==> config.mk <==
export PLATFORM = sky130hd
export DESIGN_NAME = seq_detector_param_flat
export DESIGN_NICKNAME = d
export VERILOG_FILES = /design/src/rtl/seq_detector_param_if.sv /design/src/rtl/seq_detector_param.sv /design/src/flat_wrapper.sv
export SDC_FILE = /design/constraint.sdc
export NUM_CORES = 1
export LEC_CHECK = 0
export BUFFER_PORTS_ARGS = -buffer_cell sky130_fd_sc_hd__buf_2
export CAP_MARGIN = 0
export CORE_AREA = 2 2 39 41
export CTS_CLUSTER_SIZE = 8
export DETAILED_ROUTE_END_ITERATION = 7
export DIE_AREA = 0 0 41 43
export PLACE_DENSITY = 0.68
export RECOVER_POWER = 100
export SYNTH_ARGS = -nofsm -noshare
export SYNTH_HDL_FRONTEND = slang
export SYNTH_SLANG_ARGS = --single-unit
==> constraint.sdc <==
create_clock -name clk -period 4.6 [get_ports clk]
set_input_delay 0.46 -clock clk [delete_from_list [all_inputs] [get_ports clk]]
set_output_delay 0.46 -clock clk [all_outputs]
set_load 0.1 [all_outputs]
==> src/rtl/seq_detector_param_if.sv <==
`default_nettype none
// ============================================================================
// Module   : seq_detector_param_if
// Brief    : Serial bit-stream and match-indication bundle for seq_detector_param.
// Revision : 1.0 - initial release
// ============================================================================
interface seq_detector_param_if #(
  parameter int N     = 4,
  parameter int CNT_W = 8
) ();
  localparam int SW = $clog2(N + 1);

  logic             clr;
  logic             in_valid;
  logic             in_bit;
  logic             mealy_out;
  logic             moore_out;
  logic [SW-1:0]    state;
  logic [CNT_W-1:0] match_count;

  modport master (
    output clr, in_valid, in_bit,
    input  mealy_out, moore_out, state, match_count
  );

  modport slave (
    input  clr, in_valid, in_bit,
    output mealy_out, moore_out, state, match_count
  );
endinterface
`default_nettype wire

==> src/rtl/seq_detector_param.sv <==
`default_nettype none
// ============================================================================
// Module   : seq_detector_param
// Brief    : Parametrised serial pattern detector (Mealy + Moore outputs),
//            optional saturating match counter under SEQDET_COUNT_EN.
// Revision : 1.0 - initial release
// ============================================================================
module seq_detector_param #(
  parameter int           N       = 4,
  parameter logic [N-1:0] PATTERN = 4'b1111,
  parameter bit           OVERLAP = 1'b1,
  parameter int           CNT_W   = 8
) (
  input  wire logic             clk,
  input  wire logic             rst_n,
  seq_detector_param_if.slave   bus
);
  localparam int          SW     = $clog2(N + 1);
  localparam logic [SW-1:0] C_FULL = SW'(N);

  logic [SW-1:0] r_state;
  logic [N-2:0]  r_hist;
  logic          r_moore;
  logic [SW-1:0] w_state_next;
  logic [N-1:0]  w_hist_next;
  logic          w_match;
  int            w_limit;
  int            w_best;

  // True when the newest j bits of h equal the first j bits of PATTERN.
  function automatic logic suffix_match(input logic [N-1:0] h, input int j);
    logic [N-1:0] p;
    logic         ok;
    p  = PATTERN >> (N - j);
    ok = 1'b1;
    for (int i = 0; i < N; i++) begin
      if (i < j && h[i] != p[i]) ok = 1'b0;
    end
    return ok;
  endfunction

  // State register
  always_ff @(posedge clk or negedge rst_n) begin
    if (!rst_n) begin
      r_state <= '0;
      r_hist  <= '0;
      r_moore <= 1'b0;
    end else begin
      r_state <= w_state_next;
      r_moore <= (w_state_next == C_FULL);
      if (bus.clr)           r_hist <= '0;
      else if (bus.in_valid) r_hist <= w_hist_next[N-2:0];
    end
  end

  // Next-state: the longest prefix may grow by at most one bit per valid bit,
  // and a non-overlapping restart from the full state may only reach length 1.
  always_comb begin
    w_hist_next  = {r_hist, bus.in_bit};
    w_limit      = 0;
    w_best       = 0;
    w_state_next = r_state;
    if (bus.clr) begin
      w_state_next = '0;
    end else if (bus.in_valid) begin
      if (r_state == C_FULL) w_limit = OVERLAP ? N : 1;
      else                   w_limit = int'(r_state) + 1;
      for (int j = 1; j <= N; j++) begin
        if (j <= w_limit && suffix_match(w_hist_next, j)) w_best = j;
      end
      w_state_next = SW'(w_best);
    end
  end

  // Outputs
  always_comb begin
    w_match = bus.in_valid & ~bus.clr & (w_state_next == C_FULL) &
              (OVERLAP | (r_state != C_FULL));
  end

  assign bus.mealy_out = w_match;
  assign bus.moore_out = r_moore;
  assign bus.state     = r_state;

`ifdef SEQDET_COUNT_EN
  logic [CNT_W-1:0] r_count;

  always_ff @(posedge clk or negedge rst_n) begin
    if (!rst_n) begin
      r_count <= '0;
    end else if (bus.clr) begin
      r_count <= '0;
    end else if (w_match && (r_count != {CNT_W{1'b1}})) begin
      r_count <= r_count + 1'b1;
    end
  end

  assign bus.match_count = r_count;
`else
  assign bus.match_count = '0;
`endif
endmodule
`default_nettype wire

==> src/flat_wrapper.sv <==
// flat-port wrapper written by rule: the top's interface ports become plain ports
module seq_detector_param_flat 
#(
  parameter int           N       = 4,
  parameter logic [N-1:0] PATTERN = 4'b1111,
  parameter bit           OVERLAP = 1'b1,
  parameter int           CNT_W   = 8
)
  (clk, rst_n, bus_clr, bus_in_valid, bus_in_bit, bus_mealy_out, bus_moore_out, bus_state, bus_match_count);
  seq_detector_param_if #(.N(N), .CNT_W(CNT_W)) bus_i ();
  input  wire logic clk;
  input  wire logic rst_n;
  input wire logic [$bits(bus_i.clr)-1:0] bus_clr;
  input wire logic [$bits(bus_i.in_valid)-1:0] bus_in_valid;
  input wire logic [$bits(bus_i.in_bit)-1:0] bus_in_bit;
  output wire logic [$bits(bus_i.mealy_out)-1:0] bus_mealy_out;
  output wire logic [$bits(bus_i.moore_out)-1:0] bus_moore_out;
  output wire logic [$bits(bus_i.state)-1:0] bus_state;
  output wire logic [$bits(bus_i.match_count)-1:0] bus_match_count;
  assign bus_i.clr = bus_clr;
  assign bus_i.in_valid = bus_in_valid;
  assign bus_i.in_bit = bus_in_bit;
  assign bus_mealy_out = bus_i.mealy_out;
  assign bus_moore_out = bus_i.moore_out;
  assign bus_state = bus_i.state;
  assign bus_match_count = bus_i.match_count;
  seq_detector_param #(.N(N), .PATTERN(PATTERN), .OVERLAP(OVERLAP), .CNT_W(CNT_W)) u_core (.clk(clk), .rst_n(rst_n), .bus(bus_i));
endmodule
### Word-level counts from Yosys, hierarchy flattened

Cells that the tools add are included.

| word-level totals | value |
|---|---|
| logic and storage cells | 41 |
| flip-flop bits (word level) | 7 |
| output and inout port bits | 13 |
| input bits | 5 |

| cells by class | value |
|---|---|
| add/sub/neg operators | 1 |
| mux-type cells | 23 |
| bitwise gates (word level) | 3 |
| order comparisons | 4 |
| reduce and logical (&&, ||, !) cells | 5 |
| eq/ne operators | 2 |

Operators by type and width:

| kind | number |
|---|---|
| 32-bit two-way mux | 3 |
| 3-bit by 32-bit <= comparator with 1-bit output, first input constant | 2 |
| 2-bit by 32-bit <= comparator with 1-bit output, first input constant | 1 |
| 4-bit by 32-bit <= comparator with 1-bit output, first input constant | 1 |
| 3-bit two-way mux | 5 |
| 1-bit two-way mux | 13 |
| 3-bit equality test, second input constant | 2 |
| 3-bit by 1-bit adder with 4-bit output, second input constant | 1 |
| 1-bit logical AND | 4 |
| 2-bit two-way mux | 2 |
| 1-bit bitwise AND | 2 |
| 2-bit nonzero test | 1 |
| 1-bit NOT | 1 |

### Depth between registers and ports, before layout

| logic depth | value |
|---|---|
| depth in word-level cells | 14 |
| mapped depth | 7 |
| gate-level depth less buffers | 7 |

### Worst setup path after synthesis

OpenSTA, ideal clock, no wires.

| path | value |
|---|---|
| path type | register to output |
| start | register u_core.r_state[1], in the netlist u_core.bus.state[1] |
| end | output bus_mealy_out |
| cell stages (with the launch flop) | 5 |
| arrival | 2570 ps |
| path slack | 1570 ps |
| buffers on the path | 0 |
| required time | 4140 ps |
| cells stage by stage | dfrtp_1 -> ha_1 -> nor2_1 -> a211oi_2 -> and3b_1 |

| between the ends | value |
|---|---|
| word-level cells in the longest chain between the ends | 14 |
| elaborated cells on any way between the ends | 21 |
| those cells by class | add/sub (1); order compare (4); eq/ne (2); mux (9); bitwise (1); reduce/logical (4) |

Ends and longest elaborated chain:

| element | line | text |
|---|---|---|
| start, declared | seq_detector_param.sv:21 | `logic [SW-1:0] r_state;` |
| start signal, assigned | seq_detector_param.sv:49 | `r_state <= w_state_next;` |
| 3-bit by 1-bit adder with 4-bit output or 3-bit equality test (tied branches) | seq_detector_param.sv:67, seq_detector_param.sv:66 |  |
| 32-bit two-way mux | seq_detector_param.sv:66 | `if (r_state == C_FULL) w_limit = OVERLAP ? N : 1;` |
| 32-bit two-way mux | seq_detector_param.sv:65 | `end else if (bus.in_valid) begin` |
| 32-bit two-way mux | seq_detector_param.sv:63 | `if (bus.clr) begin` |
| 2-bit by 32-bit <= comparator with 1-bit output | seq_detector_param.sv:69 | `if (j <= w_limit && suffix_match(w_hist_next, j)) w_best = j;` |
| 1-bit logical AND | seq_detector_param.sv:69 |  |
| 1-bit two-way mux | seq_detector_param.sv:69 |  |
| 2-bit two-way mux (2 in series) | seq_detector_param.sv:69 |  |
| 3-bit two-way mux | seq_detector_param.sv:69 |  |
| 3-bit two-way mux * | seq_detector_param.sv:65 |  |
| 3-bit two-way mux * | seq_detector_param.sv:63 |  |
| 3-bit equality test * | seq_detector_param.sv:77 | `w_match = bus.in_valid & ~bus.clr & (w_state_next == C_FULL) &` |
| 1-bit bitwise AND * | seq_detector_param.sv:77 |  |
| end, declared | flat_wrapper.sv:16 | `output wire logic [$bits(bus_i.mealy_out)-1:0] bus_mealy_out;` |

Mark *: on every way between the ends. The rest lies on a longest branch, timed or not. The select of a mux whose other input is x is not followed.

### Worst setup path in the final report

| path | value |
|---|---|
| start | register u_core.r_state[0], in the netlist u_core.bus.state[0] |
| end | output bus_mealy_out |

The elaborated chain is that of the path after synthesis.

==> results_dict.tcl <==
set metrics [dict create \
    vias_per_cell 4.926 \
    floorplan.core_area_mm2 0.001384 \
    clock_latency_ps 250 \
    synthesized_area_per_cell_um2 10.38 \
    ctsResizeCount 0 \
    worst_r2r_endpoint "u_core.bus.moore_out" \
    power_frac_seq_pct 39.6 \
    drv_cap 0 \
    synth.yosys.warnings 0 \
    period_share_pct 69.49 \
    dieArea_mm2 0.001763 \
    synth.distinct_cells 24 \
    grt_pass1_vias 380 \
    worst_ep_required_time_ps 4140 \
    most-common-layout-cells "conb_1, nor2_1, clkbuf_1, dfrtp_1, ha_1" \
    cts-root-to-sink-buffers 2 \
    cts.clk_slew.worst_paths_ps 50 \
    cts_tree "yes" \
    p_sw_share_pct 38.04 \
    cts_root_buffer "clkbuf_4" \
    endpoint_kind "output port" \
    cts-htree-levels 1 \
    worstPathMaxFanout 6 \
    dr_total_vias 399 \
    numPortBuffers 9 \
    initialDrtViolationCount 6 \
    layoutNonFillerInstCount 81 \
    post_cts_setup_buffer_count 0 \
    track_usage_pct 13.30 \
    synth_flop_cell "dfrtp_1" \
    gp_congestion 0.7422 \
    synth.cell_area_um2 560.5 \
    setup_viol 0 \
    grt_first_pass_wirelength_mm 1.545 \
    timing.final.hold_violations 0 \
    reg2reg_depth 7 \
    total_clock_buffers_created_by_cts 3 \
    dp.cells 77 \
    power_frac_clock_pct 32.6 \
    worst_hold_slack_ps 88.86 \
    ioPinCount 18 \
    clock_skew_ps 1.122 \
    worst_ep_arrival_ps 2740 \
    yosys_register_bits 7 \
    holdCritPathClass "in2async" \
    syn-instance-count 54 \
    post_route_cells_drive_above_1_share_pct 16.92 \
    fmax_mhz 312.8 \
    p_leak_nw 0.2644 \
    average_wire_per_standard_cell_um 11.46 \
    leading_cell_type_in_the_layout_fill_and_taps_excluded "conb_1" \
    worst-setup-path-type "reg2out" \
    cts_hold_buffers 0 \
    internal_power_mw 0.1021 \
    share_comb_of_total_power_pct 27.8 \
    p_switching_mw 0.06268 \
    synth-edff-count 0 \
    total_half_perimeter_wirelength_after_legalization_and_detailed_placement_um 734 \
    p_per_area_mw_per_mm2 279.0 \
    antenna_violating_nets_post_route 0 \
    power.ir.vdd_worst_mv 0.1457 \
    area_growth_syn_to_layout_pct 5.357 \
    r2r_setup_slack_ps 2620 \
    final-max-slew-violation-count 0 \
    largest_net_degree_at_the_start_of_global_routing 9 \
    rows 14 \
    tightestPinTransition_ps 1165 \
    worst_setup_path_start_kind "flop" \
    outcome "completed" \
    dp_slack_ps 2214 \
    totalNegativeSetupSlack_ps 0 \
    detailed_router_iteration_count_before_antenna_repair 2 \
    globalRouteOverflowTotal 0 \
    diodes 0 \
    start_util_pct 40.51 \
    worstReg2RegStart "u_core.bus.state[0]" \
    die_width_um 41 \
    final.min_clock_period_ps 3196 \
    async_reset_ff_share_pct 100.0 \
    grt_antenna_before_repair 0 \
    cp-startpoint "u_core.bus.state[0]" \
    clock_sinks 7 \
    remaining_drcs 0 \
    layout.nets 76 \
    unrepaired_setup_endpoints_after_global_routing "false" \
    postRouteWirelength_um 928 \
    timing.critical_path.to "bus_mealy_out" \
    fin_ws_ps 1404 \
    seq_area_frac_synth_pct 31.25 \
    slew_headroom_pct 22.66 \
    chipHeight_um 43 \
]
[critical path: stages, from the launching register on]
cell and delay, ps:
dfrtp_1 440, inv_1 150, ha_1 150, and3b_4 200, a211oi_1 450, and3b_1 230, clkbuf_1 860
[cells by family after synthesis]
logic type / synth area share [%]
simple gates: 16.07
flops: 31.25
buf+inv: 13.39
mux: 7.143
other cells: 0.6690
compound gates: 20.32
fa+ha+maj: 11.16
[synth_stat cells (2+ instances only)]
cell / instances / share of area, %
buf_4: 9 / 12
dfrtp_1: 7 / 31
nor2_1: 7 / 4.7
ha_1: 5 / 11
mux2i_1: 4 / 7.1
nand2_1: 3 / 2.0
inv_1: 2 / 1.3
[state kept, by name, indices dropped and copies added (netlist names)]
| register | cells |
|---|---|
| u_core.bus.moore_out | 1 |
| u_core.bus.state | 3 |
| u_core.r_hist | 3 |
[metal layers]
metal	up-vias	GRT usage, %	routed length [um]
met5	-	0	0
met4	0	10.00	8
met3	2	1.571	43
met2	10	19.69	421
met1	186	16.67	455
li1	201	-	-
[per-stage QoR]
stage               power, mW  utilization, %  cell area [um2]
finish                 0.1648           42.68            590.6
global placement       0.1125           42.22            584.3
global route           0.1745           42.68            590.6
floorplan              0.1124               -            586.8
detailed placement     0.1128           42.22            584.3
CTS                    0.1682           44.12            610.6
[power by group through the flow]
stage               Clock (mW)  Sequential, mW  Combinational, mW
global placement             0          0.0662             0.0463
floorplan                    0          0.0696             0.0429
CTS                     0.0563          0.0653             0.0466
detailed placement           0          0.0663             0.0465
finish                  0.0537          0.0653             0.0458
global route            0.0604          0.0655             0.0486
[worst min path at each step]
stage / end
2_1_floorplan: u_core.bus.moore_out
3_3_place_gp: u_core.r_hist[2]
3_5_place_dp: u_core.r_hist[0]
4_1_cts: u_core.r_hist[0]
5_1_grt: u_core.r_hist[0]
6_report: u_core.r_hist[0]
[final cells by class]
type	count	area (um2)
Clock buffer	4	26.28
Inverter	2	7.507
Tap cell	16	20.02
Multi-Input combinational cell	43	324.1
Sequential cell	7	175.2
Timing Repair Buffer	9	37.54
Fill cell	148	793.3
(Power assumes the default switching activity.)
